==> src/rtl/uart_apb_csr_if.sv <==
// APB slave bus bundle for the UART register block.
// The master drives the address/control phase; the slave returns read data.
interface uart_apb_csr_if;
    logic        pSel;
    logic        pEnable;
    logic        pWrite;
    logic [7:0]  pAddr;
    logic [31:0] pWdata;
    logic [31:0] pReadData;

    modport master (
        output pSel, pEnable, pWrite, pAddr, pWdata,
        input  pReadData
    );

    modport slave (
        input  pSel, pEnable, pWrite, pAddr, pWdata,
        output pReadData
    );
endinterface

==> src/rtl/uart_apb_csr.sv <==
// UART APB register block with TX/RX byte FIFOs, baud divisor, frame config
// and a masked sticky W1C interrupt scheme driving one registered Irq line.
module uart_apb_csr #(
    parameter int          FIFO_DEPTH = 16,
    parameter logic [15:0] BAUD_RST   = 16'd54
) (
    input  logic                 pClk,
    input  logic                 pReset,
    uart_apb_csr_if.slave        apb,
    output logic [7:0]           TxData,
    output logic                 TxValid,
    input  logic                 TxReady,
    input  logic [7:0]           RxData,
    input  logic                 RxValid,
    input  logic                 RxFrameErr,
    input  logic                 RxParityErr,
    output logic [15:0]          BaudDiv,
    output logic [1:0]           CfgDls,
    output logic                 CfgStop,
    output logic                 CfgPen,
    output logic                 CfgEps,
    output logic                 TxEnable,
    output logic                 RxEnable,
    output logic                 Irq
);
    localparam int             AW      = $clog2(FIFO_DEPTH);
    localparam logic [AW:0]    DEPTH_C = (AW+1)'(FIFO_DEPTH);
    localparam logic [AW-1:0]  PTR_ONE = AW'(1'b1);
    localparam logic [AW:0]    CNT_ONE = (AW+1)'(1'b1);

    localparam logic [7:0] ADDR_DATA  = 8'h00;
    localparam logic [7:0] ADDR_CTRL  = 8'h04;
    localparam logic [7:0] ADDR_BAUD  = 8'h08;
    localparam logic [7:0] ADDR_STAT  = 8'h0C;
    localparam logic [7:0] ADDR_INTEN = 8'h10;
    localparam logic [7:0] ADDR_INTST = 8'h14;
    localparam logic [7:0] ADDR_THR   = 8'h18;

    logic [6:0]    ctrl_r;
    logic [15:0]   baud_r;
    logic [5:0]    intEn_r;
    logic [3:0]    sticky_r;
    logic [7:0]    rxThr_r, txThr_r;
    logic          irq_r;

    logic [7:0]    txMem_r [FIFO_DEPTH];
    logic [7:0]    rxMem_r [FIFO_DEPTH];
    logic [AW-1:0] txWptr_r, txRptr_r, rxWptr_r, rxRptr_r;
    logic [AW:0]   txCount_r, rxCount_r;

    logic          wrEn_s, rdEn_s;
    logic          txEmpty_s, txFull_s, rxEmpty_s, rxFull_s;
    logic          txWrite_s, txPush_s, txPop_s, txFlush_s, txOvf_s;
    logic          rxReq_s, rxPush_s, rxPop_s, rxFlush_s, rxOvr_s;
    logic [7:0]    txLevel_s, rxLevel_s;
    logic [3:0]    stickySet_s, stickyClr_s;
    logic [5:0]    intStat_s;
    logic [31:0]   readData_s;
    logic          unusedBits_s;

    assign wrEn_s    = apb.pSel & apb.pEnable & apb.pWrite;
    assign rdEn_s    = apb.pSel & apb.pEnable & ~apb.pWrite;

    assign txEmpty_s = (txCount_r == '0);
    assign txFull_s  = (txCount_r == DEPTH_C);
    assign rxEmpty_s = (rxCount_r == '0);
    assign rxFull_s  = (rxCount_r == DEPTH_C);
    assign txLevel_s = 8'(txCount_r);
    assign rxLevel_s = 8'(rxCount_r);

    // A full FIFO still accepts a push when the opposite side pops in the same cycle.
    assign txFlush_s = wrEn_s & (apb.pAddr == ADDR_CTRL) & apb.pWdata[8];
    assign txPop_s   = TxValid & TxReady;
    assign txWrite_s = wrEn_s & (apb.pAddr == ADDR_DATA);
    assign txPush_s  = txWrite_s & (~txFull_s | txPop_s) & ~txFlush_s;
    assign txOvf_s   = txWrite_s & txFull_s & ~txPop_s;

    assign rxFlush_s = wrEn_s & (apb.pAddr == ADDR_CTRL) & apb.pWdata[9];
    assign rxPop_s   = rdEn_s & (apb.pAddr == ADDR_DATA) & ~rxEmpty_s;
    assign rxReq_s   = RxValid & ctrl_r[1];
    assign rxPush_s  = rxReq_s & (~rxFull_s | rxPop_s) & ~rxFlush_s;
    assign rxOvr_s   = rxReq_s & rxFull_s & ~rxPop_s;

    assign stickySet_s = {txOvf_s, rxReq_s & RxParityErr, rxReq_s & RxFrameErr, rxOvr_s};
    assign stickyClr_s = (wrEn_s & (apb.pAddr == ADDR_INTST)) ? apb.pWdata[5:2] : 4'd0;
    assign intStat_s   = {sticky_r, (txLevel_s <= txThr_r), (rxLevel_s >= rxThr_r)};

    assign TxData    = txMem_r[txRptr_r];
    assign TxValid   = ctrl_r[0] & ~txEmpty_s;
    assign TxEnable  = ctrl_r[0];
    assign RxEnable  = ctrl_r[1];
    assign CfgDls    = ctrl_r[3:2];
    assign CfgStop   = ctrl_r[4];
    assign CfgPen    = ctrl_r[5];
    assign CfgEps    = ctrl_r[6];
    assign BaudDiv   = baud_r;
    assign Irq       = irq_r;
    assign apb.pReadData = readData_s;
    assign unusedBits_s  = &{1'b0, apb.pWdata[31:16]};

    // Configuration registers written from the APB access phase.
    always_ff @(posedge pClk or posedge pReset) begin
        if (pReset) begin
            ctrl_r  <= 7'd0;
            baud_r  <= BAUD_RST;
            intEn_r <= 6'd0;
            rxThr_r <= 8'd1;
            txThr_r <= 8'd0;
        end else if (wrEn_s) begin
            case (apb.pAddr)
                ADDR_CTRL:  ctrl_r  <= apb.pWdata[6:0];
                ADDR_BAUD:  baud_r  <= apb.pWdata[15:0];
                ADDR_INTEN: intEn_r <= apb.pWdata[5:0];
                ADDR_THR: begin
                    rxThr_r <= apb.pWdata[7:0];
                    txThr_r <= apb.pWdata[15:8];
                end
                default:    ctrl_r  <= ctrl_r;
            endcase
        end
    end

    // Sticky flags: a set event outranks a same-cycle W1C; Irq lags by one edge.
    always_ff @(posedge pClk or posedge pReset) begin
        if (pReset) begin
            sticky_r <= 4'd0;
            irq_r    <= 1'b0;
        end else begin
            sticky_r <= (sticky_r & ~stickyClr_s) | stickySet_s;
            irq_r    <= |(intStat_s & intEn_r);
        end
    end

    // TX FIFO pointers and level; flush outranks push and pop.
    always_ff @(posedge pClk or posedge pReset) begin
        if (pReset) begin
            txWptr_r  <= '0;
            txRptr_r  <= '0;
            txCount_r <= '0;
        end else if (txFlush_s) begin
            txWptr_r  <= '0;
            txRptr_r  <= '0;
            txCount_r <= '0;
        end else begin
            if (txPush_s) txWptr_r <= txWptr_r + PTR_ONE;
            if (txPop_s)  txRptr_r <= txRptr_r + PTR_ONE;
            case ({txPush_s, txPop_s})
                2'b10:   txCount_r <= txCount_r + CNT_ONE;
                2'b01:   txCount_r <= txCount_r - CNT_ONE;
                default: txCount_r <= txCount_r;
            endcase
        end
    end

    // RX FIFO pointers and level; flush outranks push and pop.
    always_ff @(posedge pClk or posedge pReset) begin
        if (pReset) begin
            rxWptr_r  <= '0;
            rxRptr_r  <= '0;
            rxCount_r <= '0;
        end else if (rxFlush_s) begin
            rxWptr_r  <= '0;
            rxRptr_r  <= '0;
            rxCount_r <= '0;
        end else begin
            if (rxPush_s) rxWptr_r <= rxWptr_r + PTR_ONE;
            if (rxPop_s)  rxRptr_r <= rxRptr_r + PTR_ONE;
            case ({rxPush_s, rxPop_s})
                2'b10:   rxCount_r <= rxCount_r + CNT_ONE;
                2'b01:   rxCount_r <= rxCount_r - CNT_ONE;
                default: rxCount_r <= rxCount_r;
            endcase
        end
    end

    // FIFO storage; contents are only observable through the gated heads.
    always_ff @(posedge pClk) begin
        if (txPush_s) txMem_r[txWptr_r] <= apb.pWdata[7:0];
        if (rxPush_s) rxMem_r[rxWptr_r] <= RxData;
    end

    // Read data mux, zero outside a read access and for unmapped addresses.
    always_comb begin
        readData_s = 32'd0;
        if (rdEn_s) begin
            case (apb.pAddr)
                ADDR_DATA:  readData_s = rxEmpty_s ? 32'd0 : {24'd0, rxMem_r[rxRptr_r]};
                ADDR_CTRL:  readData_s = {25'd0, ctrl_r};
                ADDR_BAUD:  readData_s = {16'd0, baud_r};
                ADDR_STAT:  readData_s = {8'd0, rxLevel_s, txLevel_s, 4'd0,
                                          rxFull_s, rxEmpty_s, txFull_s, txEmpty_s};
                ADDR_INTEN: readData_s = {26'd0, intEn_r};
                ADDR_INTST: readData_s = {26'd0, intStat_s};
                ADDR_THR:   readData_s = {16'd0, txThr_r, rxThr_r};
                default:    readData_s = 32'd0;
            endcase
        end else begin
            readData_s = 32'd0;
        end
    end
endmodule

==> src/flat_wrapper.sv <==
// flat-port wrapper written by rule: the top's interface ports become plain ports
module uart_apb_csr_flat 
#(
    parameter int          FIFO_DEPTH = 16,
    parameter logic [15:0] BAUD_RST   = 16'd54
)
  (pClk, pReset, TxData, TxValid, TxReady, RxData, RxValid, RxFrameErr, RxParityErr, BaudDiv, CfgDls, CfgStop, CfgPen, CfgEps, TxEnable, RxEnable, Irq, apb_pSel, apb_pEnable, apb_pWrite, apb_pAddr, apb_pWdata, apb_pReadData);
  uart_apb_csr_if apb_i ();
  input  logic pClk;
  input  logic pReset;
  output logic [7:0] TxData;
  output logic TxValid;
  input  logic TxReady;
  input  logic [7:0] RxData;
  input  logic RxValid;
  input  logic RxFrameErr;
  input  logic RxParityErr;
  output logic [15:0] BaudDiv;
  output logic [1:0] CfgDls;
  output logic CfgStop;
  output logic CfgPen;
  output logic CfgEps;
  output logic TxEnable;
  output logic RxEnable;
  output logic Irq;
  input wire logic [$bits(apb_i.pSel)-1:0] apb_pSel;
  input wire logic [$bits(apb_i.pEnable)-1:0] apb_pEnable;
  input wire logic [$bits(apb_i.pWrite)-1:0] apb_pWrite;
  input wire logic [$bits(apb_i.pAddr)-1:0] apb_pAddr;
  input wire logic [$bits(apb_i.pWdata)-1:0] apb_pWdata;
  output wire logic [$bits(apb_i.pReadData)-1:0] apb_pReadData;
  assign apb_i.pSel = apb_pSel;
  assign apb_i.pEnable = apb_pEnable;
  assign apb_i.pWrite = apb_pWrite;
  assign apb_i.pAddr = apb_pAddr;
  assign apb_i.pWdata = apb_pWdata;
  assign apb_pReadData = apb_i.pReadData;
  uart_apb_csr #(.FIFO_DEPTH(FIFO_DEPTH), .BAUD_RST(BAUD_RST)) u_core (.pClk(pClk), .pReset(pReset), .apb(apb_i), .TxData(TxData), .TxValid(TxValid), .TxReady(TxReady), .RxData(RxData), .RxValid(RxValid), .RxFrameErr(RxFrameErr), .RxParityErr(RxParityErr), .BaudDiv(BaudDiv), .CfgDls(CfgDls), .CfgStop(CfgStop), .CfgPen(CfgPen), .CfgEps(CfgEps), .TxEnable(TxEnable), .RxEnable(RxEnable), .Irq(Irq));
endmodule
==> config.mk <==
export PLATFORM = sky130hd
export DESIGN_NAME = uart_apb_csr_flat
export DESIGN_NICKNAME = d
export VERILOG_FILES = /design/src/rtl/uart_apb_csr_if.sv /design/src/rtl/uart_apb_csr.sv /design/src/flat_wrapper.sv
export SDC_FILE = /design/constraint.sdc
export NUM_CORES = 1
export LEC_CHECK = 0
export BUFFER_PORTS_ARGS = -buffer_cell sky130_fd_sc_hd__clkbuf_2
export CAP_MARGIN = 20
export CORE_MARGIN = 5
export CORE_UTILIZATION = 54
export DETAILED_ROUTE_END_ITERATION = 16
export HOLD_SLACK_MARGIN = 0.15
export PLACE_DENSITY = 0.76
export SLEW_MARGIN = 20
export SYNTH_ARGS = -nofsm -noshare
export SYNTH_HDL_FRONTEND = slang
export SYNTH_SLANG_ARGS = --single-unit
==> constraint.sdc <==
create_clock -name pClk -period 3.2 [get_ports pClk]
set_input_delay 0.48 -clock pClk [delete_from_list [all_inputs] [get_ports pClk]]
set_output_delay 0.48 -clock pClk [all_outputs]
set_load 0.05 [all_outputs]
==> reports/qor.csv, run 1 <==
metric;value;unit
setup_slack;0.0514;ns
grt_pass1_wl;54900;um
die_w;175;um
drtIter0Drc;812;
status;completed;
synth_top_family_by_area;multiplexers;
initial_core_util;54.8;%
synth_top_cell_by_area;edfxtp_1;
synth.top_cell.area_share;52.2;%
firstDrtPassIters;5;
placed_cell_area;0.0161;mm2
required;2.72;ns
power.leakage;0.00634;uW
drv_cap;0;
ant_nets;0;
vdd_drop_max;0.000276;V
grt_usage;23.6;%
synthAdderAreaFrac;2.29;%
ys_seq_area_share;65.2;%
core_area;0.0269;mm2
syn_area;0.0147;mm2
path_class;register to output port;
syn_to_final_growth;18.0;%
hp-class;input port to register;
drive_gt1_share;34.3;%
final_cell_area;0.0174;mm2
wl;35900;um
synth.distinct_cells;72;
synth-edff-count;256;
slew_violations;0;
fp.dieH;175;um
period_needed;3.15;ns
num_vias;8727;
slew-limit-headroom;54.9;%
syn-mean-instance-area;16.4;um2
setup_violations;0;
fmax;318;MHz
die_area;0.0307;mm2
start_kind;register;
crit_arrival;2.67;ns
clk_pin_slew_worst_paths;0.06;ns
synth_mux_area_share;15.8;%
end_kind;output port;
htree_levels;2;
ys_top_cells_by_count;edfxtp_1, mux4_2, dfrtp_1;
synthSimpleGateAreaFrac;8.20;%
overflow;0;
preCtsSetupSlack;0.00755;ns
synthCells;900;
utilization;64.6;%
antenna_cells;0;
portBuffers;94;
cts_sinks;332;
yosys_warnings;0;
rrSetupSlack;0.11;ns
power;9190;uW
synthArstFlopShare;22.9;%
root_buffer;clkbuf_16;
p_per_area;529;mW/mm2
worst_pin_slew;0.676;ns
yosysMostFrequentCell;edfxtp_1;
clk_latency;0.52;ns
clock_path_buffers;3;
numCtsBuffers;34;
fin_worst_skew;0.0243;ns
hold_viol;0;
synthFlopType;edfxtp_1;
synth_xor_area_share;1.13;%
synth_area_leaders;edfxtp_1, dfrtp_1, mux4_2, mux2_2, ha_1;
gp_congestion;0.903;
fin_crit_sh;98.4;%
row_count;60;
post_drt_wl_per_cell;25.5;um
grt_pass1_vias;8910;
nNetsFinal;1126;
synth-compound-area-share;4.56;%
avgViaCountPerCell;6.20;
cts_tree;done;
drc_errors;0;
ios;122;
grt_max_degree;77;
antenna_found_initial;0;
hpwlAfterDp;23200;um
ys_ff_latch;332;
tns;0;ns
path_max_fanout;13;
kinds of logic (layout without fill, tap and decap cells):
logic type / after synthesis / in the layout
compound gates: 90 / 90
xor+xnor: 19 / 19
fa+ha+maj: 27 / 27
buf+inv: 82 / 239
flops: 332 / 332
mux: 136 / 136
other cells: 1 / 11
simple gates: 213 / 213
cells in the final DEF (no fill, tap or decap), types with 7 or more instances in the layout:
cell,n
a21oi_1,15
a22oi_1,8
and2_1,25
and3_1,8
buf_12,24
buf_4,48
clkbuf_1,7
clkbuf_16,35
clkbuf_2,78
conb_1,11
dfrtp_1,68
edfxtp_1,256
ha_1,27
inv_1,24
mux2_2,48
mux2i_1,16
mux4_2,72
nand2_1,57
nand3_1,20
nor2_1,35
nor3_1,7
nor3_2,10
o211ai_1,7
o21ai_0,10
xnor2_1,8
xor2_1,11
area by class of cell:
| cell class | instances | area [um2] |
|---|---|---|
| clock buffers | 44 | 930 |
| clock inverters | 17 | 255 |
| fillers | 1864 | 9510 |
| inverters | 25 | 95.1 |
| multi-input cells | 496 | 4780 |
| flip-flops and latches | 332 | 9600 |
| well taps | 341 | 427 |
| repair buffers | 153 | 1280 |
sequential cells by signal, indices dropped and copies added, names as in the netlist, 5 cells and up:
signal / flops
u_core.txMem_r: 128
u_core.rxThr_r: 8
u_core.txThr_r: 8
u_core.rxCount_r: 5
u_core.intEn_r: 6
u_core.BaudDiv: 16
u_core.ctrl_r: 7
u_core.txCount_r: 5
u_core.rxMem_r: 128
repair_timing:
action	CTS	global route
hold buffers	1	0
gates resized for setup	2	7
gates cloned	1	0
pin swaps	0	3
setup endpoints to repair	3	5
buffers inserted	0	1
hold endpoints to repair	71	0
worst max-delay path, stage by stage, from the launching register on:
cell      delay (ns)
dfrtp_2         0.39
buf_12          0.17
mux4_2          0.53
mux2_2          0.31
o211ai_1        0.35
a31oi_2         0.20
buf_12          0.19
per-layer routing:
| metal | GRT usage (%) | vias up | wire length [um] |
|---|---|---|---|
| met2 | 37.9 | 395 | 17300 |
| li1 | - | 3776 | - |
| met3 | 4.33 | 62 | 2740 |
| met4 | 6.28 | 0 | 864 |
| met5 | 0 | - | 0 |
| met1 | 33.9 | 4494 | 15000 |
power breakdown:
| group | internal [uW] | total (uW) | switching [uW] |
|---|---|---|---|
| clock network | 2550 | 4180 | 1630 |
| registers | 4670 | 4700 | 24.4 |
| logic | 89.4 | 312 | 223 |
| total | 7310 | 9190 | 1880 |
final timing paths:
check | start | end | depth (start not counted)
worst min register to register | u_core.ctrl_r[4] | u_core.ctrl_r[4] | 2
worst max-delay path | u_core.rxRptr_r[0] | apb_pReadData[6] | 6
worst min-delay path | apb_pWdata[9] | u_core.rxWptr_r[3] | 2
min in group asynchronous | pReset | u_core.BaudDiv[13] | 4
worst max register to register | u_core.txCount_r[0] | u_core.txCount_r[4] | 11
max in group asynchronous | pReset | u_core.BaudDiv[5] | 4
through the flow:
step,instances,hold WS (ns)
floorplan,910,0.462
global placement,1344,0.489
detailed placement,1344,0.496
CTS,1407,0.152
global route,1408,0.162
finish,1408,0.167
(Power assumes the default switching activity.)
==> run 2, diff against run 1 <==
--- a/config.mk
+++ b/config.mk
@@ -8,10 +8,11 @@
 export BUFFER_PORTS_ARGS = -buffer_cell sky130_fd_sc_hd__clkbuf_2
 export CAP_MARGIN = 20
 export CORE_MARGIN = 5
-export CORE_UTILIZATION = 54
+export CORE_UTILIZATION = 64
 export DETAILED_ROUTE_END_ITERATION = 16
 export HOLD_SLACK_MARGIN = 0.15
-export PLACE_DENSITY = 0.76
+export PLACE_DENSITY = 0.85
+export SKIP_CTS_REPAIR_TIMING = 1
 export SLEW_MARGIN = 20
 export SYNTH_ARGS = -nofsm -noshare
 export SYNTH_HDL_FRONTEND = slang
==> constraint.sdc (replaced) <==
create_clock -name pClk -period 3.9 [get_ports pClk]
set_input_delay 0.585 -clock pClk [delete_from_list [all_inputs] [get_ports pClk]]
set_output_delay 0.585 -clock pClk [all_outputs]
set_load 0.05 [all_outputs]
==> reports/qor.csv, run 2 (synthesized netlist as in run 1, its figures left out) <==
metric;value;unit
drtIter0Drc;1369;
gp_congestion;0.874;
antenna_cells;0;
drc_errors;0;
p_per_area;442;mW/mm2
power_switching;1570;uW
clock_path_buffers;3;
vdd_drop_max;0.000388;V
grt_usage;29.3;%
worstRegToRegCells;11;
power_frac_comb;3.3;%
tns;0;ns
die_area;0.0261;mm2
placed_cell_area;0.0156;mm2
r2r_start;u_core.txCount_r[1];
worst-path-stages;5;
slowest_delay;0.96;ns
hold_viol;0;
core_area;0.0226;mm2
final_cell_mix;edfxtp_1, clkbuf_2, mux4_2, dfrtp_1, nand2_1;
layout_commonest_cell;edfxtp_1;
path_max_fanout;11;
preCtsSetupSlack;0.415;ns
fp.dieH;162;um
drive_gt1_share;32.3;%
use_met3;7.10;%
power.leakage;0.00610;uW
cts_sinks;332;
path_cells;nor4_1, a31oi_1, o221a_2, a21oi_1, clkbuf_2;
cts_tree;done;
post_drt_wl_per_cell;28.1;um
grt-busiest-layer;met2;
start_kind;register;
rsz0062_at_grt;false;
avgViaCountPerCell;6.89;
wl;37500;um
row_count;55;
die_w;162;um
overflow;0;
hp-class;input port to async pin;
grt_max_degree;49;
grt_pass1_vias;9158;
ant_nets;0;
fin_worst_skew;0.0211;ns
drv_cap;0;
grt_pass1_wl;57300;um
power.share.clock;44.4;%
path_class;register to output port;
antenna_found_initial;2;
seqPwrFrac;52.3;%
cp-endpoint;apb_pReadData[1];
timing.rr.end;u_core.txCount_r[4];
period_needed;3.73;ns
end_kind;output port;
cp_top_family;simple AND/OR/NAND/NOR gates;
rrSetupSlack;0.24;ns
critPathLaunch;u_core.txCount_r[1];
met1_usage;40.8;%
num_vias;9196;
fillCellCount;1237;
nNetsFinal;1106;
critPathSlowestCell;nor4_1;
status;completed;
root_buffer;clkbuf_16;
slew-limit-headroom;28.1;%
path_buf_inv;1;
final_cell_area;0.0167;mm2
ios;122;
fmax;268;MHz
clk_pin_slew_worst_paths;0.06;ns
htree_levels;2;
swShare;21.3;%
hpwlAfterDp;23800;um
slew_violations;0;
syn_to_final_growth;13.4;%
portBuffers;94;
initial_core_util;65.0;%
worst_pin_slew;1.07;ns
use_met2;46.3;%
p_int;5810;uW
setup_slack;0.165;ns
crit_arrival;3.15;ns
firstDrtPassIters;6;
clk_latency;0.52;ns
numCtsBuffers;35;
setup_violations;0;
fin_crit_sh;95.8;%
required;3.31;ns
[run 2: changes by cell type in the layout (fill, tap and decap cells not counted), moves of 4 or more]
cell,change
buf_12,-23
buf_4,-11
bufinv_16,-4
clkbuf_1,+5
clkbuf_2,+16
[run 2: worst register-to-register path: cells and delay by family (launching register included)]
kind | cells | cell delay, ns
DFF | 1 | 0.52
and+or+nand+nor | 4 | 1.18
AOI/OAI and AO/OA | 4 | 1.10
xor gates and xnor gates | 1 | 0.20
adders and majority gates | 2 | 0.57
[run 2: area by class of cell]
cell class	instances	area, um2	area share [%]
Clock inverter	13	140	0.840
Timing Repair Buffer	132	768	4.60
Sequential cell	332	9600	57.5
Inverter	25	95.1	0.570
Clock buffer	51	987	5.91
Tap cell	285	357	2.14
Multi-Input combinational cell	496	4750	28.4
[run 2: routing by layer]
metal	part of all wire, %	vias to the layer above
li1	-	3738
met4	4.0	4
met5	0.072	-
met1	36	4594
met3	12	132
met2	48	728
[run 2: how the worst min path moves through the flow]
stage | endpoint | slack, ns | depth (start not counted)
global placement | u_core.txThr_r[1] | 0.50 | 2
floorplan | u_core.Irq | 0.46 | 1
finish | u_core.txWptr_r[2] | 0.22 | 2
CTS | u_core.txWptr_r[1] | 0.23 | 2
global route | u_core.txWptr_r[1] | 0.28 | 2
detailed placement | u_core.txThr_r[1] | 0.52 | 2
[run 2: power groups by stage]
| stage | Clock [uW] | Sequential (uW) | Combinational [uW] |
|---|---|---|---|
| 2_1_floorplan | 0 | 3940 | 126 |
| 3_3_place_gp | 0 | 3930 | 230 |
| 3_5_place_dp | 0 | 3930 | 238 |
| 4_1_cts | 3270 | 3860 | 243 |
| 5_1_grt | 3470 | 3860 | 266 |
| 6_report | 3270 | 3860 | 245 |
[run 2: stage by stage]
step           power [uW]  cells  util [%]  hold WS [ns]
6_report             7370   1334      73.7         0.215
3_3_place_gp         4160   1270      68.7         0.504
2_1_floorplan        4060    910         -         0.462
5_1_grt              7590   1334      73.7         0.278
4_1_cts              7370   1334      73.7         0.231
3_5_place_dp         4170   1270      68.7         0.519
==> run 3, diff against run 2 <==
--- a/config.mk
+++ b/config.mk
@@ -5,7 +5,7 @@
 export SDC_FILE = /design/constraint.sdc
 export NUM_CORES = 1
 export LEC_CHECK = 0
-export BUFFER_PORTS_ARGS = -buffer_cell sky130_fd_sc_hd__clkbuf_2
+export BUFFER_PORTS_ARGS = -buffer_cell sky130_fd_sc_hd__buf_2
 export CAP_MARGIN = 20
 export CORE_MARGIN = 5
 export CORE_UTILIZATION = 64
==> reports/qor.csv, run 3 (synthesized netlist as in run 1, its figures left out) <==
metric;value;unit
power.leakage;0.00615;uW
dp_cells;1274;
numCtsBuffers;31;
drc_errors;0;
die_w;162;um
final_cell_mix;edfxtp_1, buf_2, mux4_2, dfrtp_1, nand2_1;
clk_pin_slew_worst_paths;0.07;ns
root_buffer;clkbuf_16;
firstDrtPassIters;7;
required;3.31;ns
rsz0062_at_grt;false;
fillCellCount;1221;
drtIter0Drc;1395;
final_cell_area;0.0167;mm2
power_switching;1530;uW
crit_arrival;3.10;ns
path_class;register to output port;
path_max_fanout;30;
nNetsFinal;1106;
slew_violations;0;
setup_violations;0;
gp_congestion;0.848;
tns;0;ns
cts_tree;done;
hpwlAfterDp;23800;um
grt_usage;29.3;%
status;completed;
ios;122;
p_per_area;442;mW/mm2
layout_commonest_cell;edfxtp_1;
antenna_found_initial;1;
hold_viol;0;
core_area;0.0226;mm2
clock_path_buffers;3;
power_frac_comb;3.3;%
cts_sinks;332;
period_needed;3.69;ns
overflow;0;
end_kind;output port;
hold_slack;0.144;ns
fp.dieH;162;um
drv_cap;0;
clk_latency;0.56;ns
htree_levels;1;
vdd_drop_max;0.000408;V
seqPwrFrac;52.3;%
fin_crit_sh;94.6;%
power.share.clock;44.4;%
swShare;20.7;%
fin_worst_skew;0.0253;ns
hp-class;input port to async pin;
post_drt_wl_per_cell;28.6;um
avgViaCountPerCell;6.87;
final_cells;1332;
drive_gt1_share;33.0;%
wl;38100;um
grt_pass1_vias;9312;
start_kind;register;
syn_to_final_growth;13.4;%
initial_core_util;65.0;%
power;7380;uW
row_count;55;
worst_pin_slew;0.916;ns
slew-limit-headroom;38.4;%
ant_nets;0;
num_vias;9153;
die_area;0.0261;mm2
fmax;271;MHz
grt_pass1_wl;57800;um
portBuffers;94;
p_int;5850;uW
grt_max_degree;46;
placed_cell_area;0.0156;mm2
==> run 3: changes by cell type in the layout (fill, tap and decap cells not counted), moves of 2 or more <==
cell	before	now
buf_2	0	94
buf_4	37	42
bufinv_16	2	5
clkbuf_1	12	6
clkbuf_16	36	34
clkbuf_2	94	0
clkinv_1	3	0
clkinv_2	3	6
==> run 3: path summary, 6_finish.rpt <==
kind / end / start / slack (ns) / cells past startpoint
worst max register to register: u_core.txCount_r[4] / u_core.txCount_r[1] / 0.38 / 11
worst min-delay path: u_core.txRptr_r[0] / pReset / 0.14 / 2
worst max-delay path: apb_pReadData[1] / u_core.rxRptr_r[0] / 0.21 / 6
min in group pClk: u_core.txThr_r[5] / apb_pWdata[13] / 0.27 / 2
max in group asynchronous: u_core.BaudDiv[13] / pReset / 2.93 / 3
worst min register to register: u_core.Irq / u_core.intEn_r[0] / 0.52 / 1
==> run 3: stage by stage <==
| stage | utilization, % | setup slack [ns] |
|---|---|---|
| floorplan | - | 0.524 |
| global placement | 68.8 | 0.418 |
| detailed placement | 68.8 | 0.246 |
| CTS | 73.8 | 0.236 |
| global route | 73.8 | 0.132 |
| finish | 73.8 | 0.211 |
==> run 3: power groups by stage <==
| stage | Combinational, uW | Clock, uW | Sequential (uW) |
|---|---|---|---|
| after floorplan | 126 | 0 | 3940 |
| after CTS | 243 | 3280 | 3860 |
| after detailed placement | 237 | 0 | 3930 |
| after global placement | 228 | 0 | 3930 |
| final | 244 | 3280 | 3860 |
| after global routing | 266 | 3470 | 3850 |
==> run 3: worst max-delay path, stage by stage, from the launching register on <==
cell	delay (ns)
dfrtp_2	0.35
buf_4	0.47
mux4_2	0.61
mux2_2	0.29
o211ai_1	0.36
a21oi_1	0.17
buf_2	0.26
==> run 3: layout make-up <==
class	count	area [um2]	area share, %
sequential	332	9600	57.5
multi-input combinational	496	4750	28.4
tap	285	357	2.13
antenna	1	2.50	0.0150
clock buffer	42	901	5.39
clock inverter	15	216	1.30
timing repair buffer	136	786	4.70
inverter	25	95.1	0.569
==> run 3: metal layers <==
metal,up-vias,wire [um],global-route usage (%)
met1,4568,13700,41.4
met2,741,18900,48.5
li1,3732,-,-
met3,112,4270,4.72
met4,0,1260,8.34
met5,-,0,0
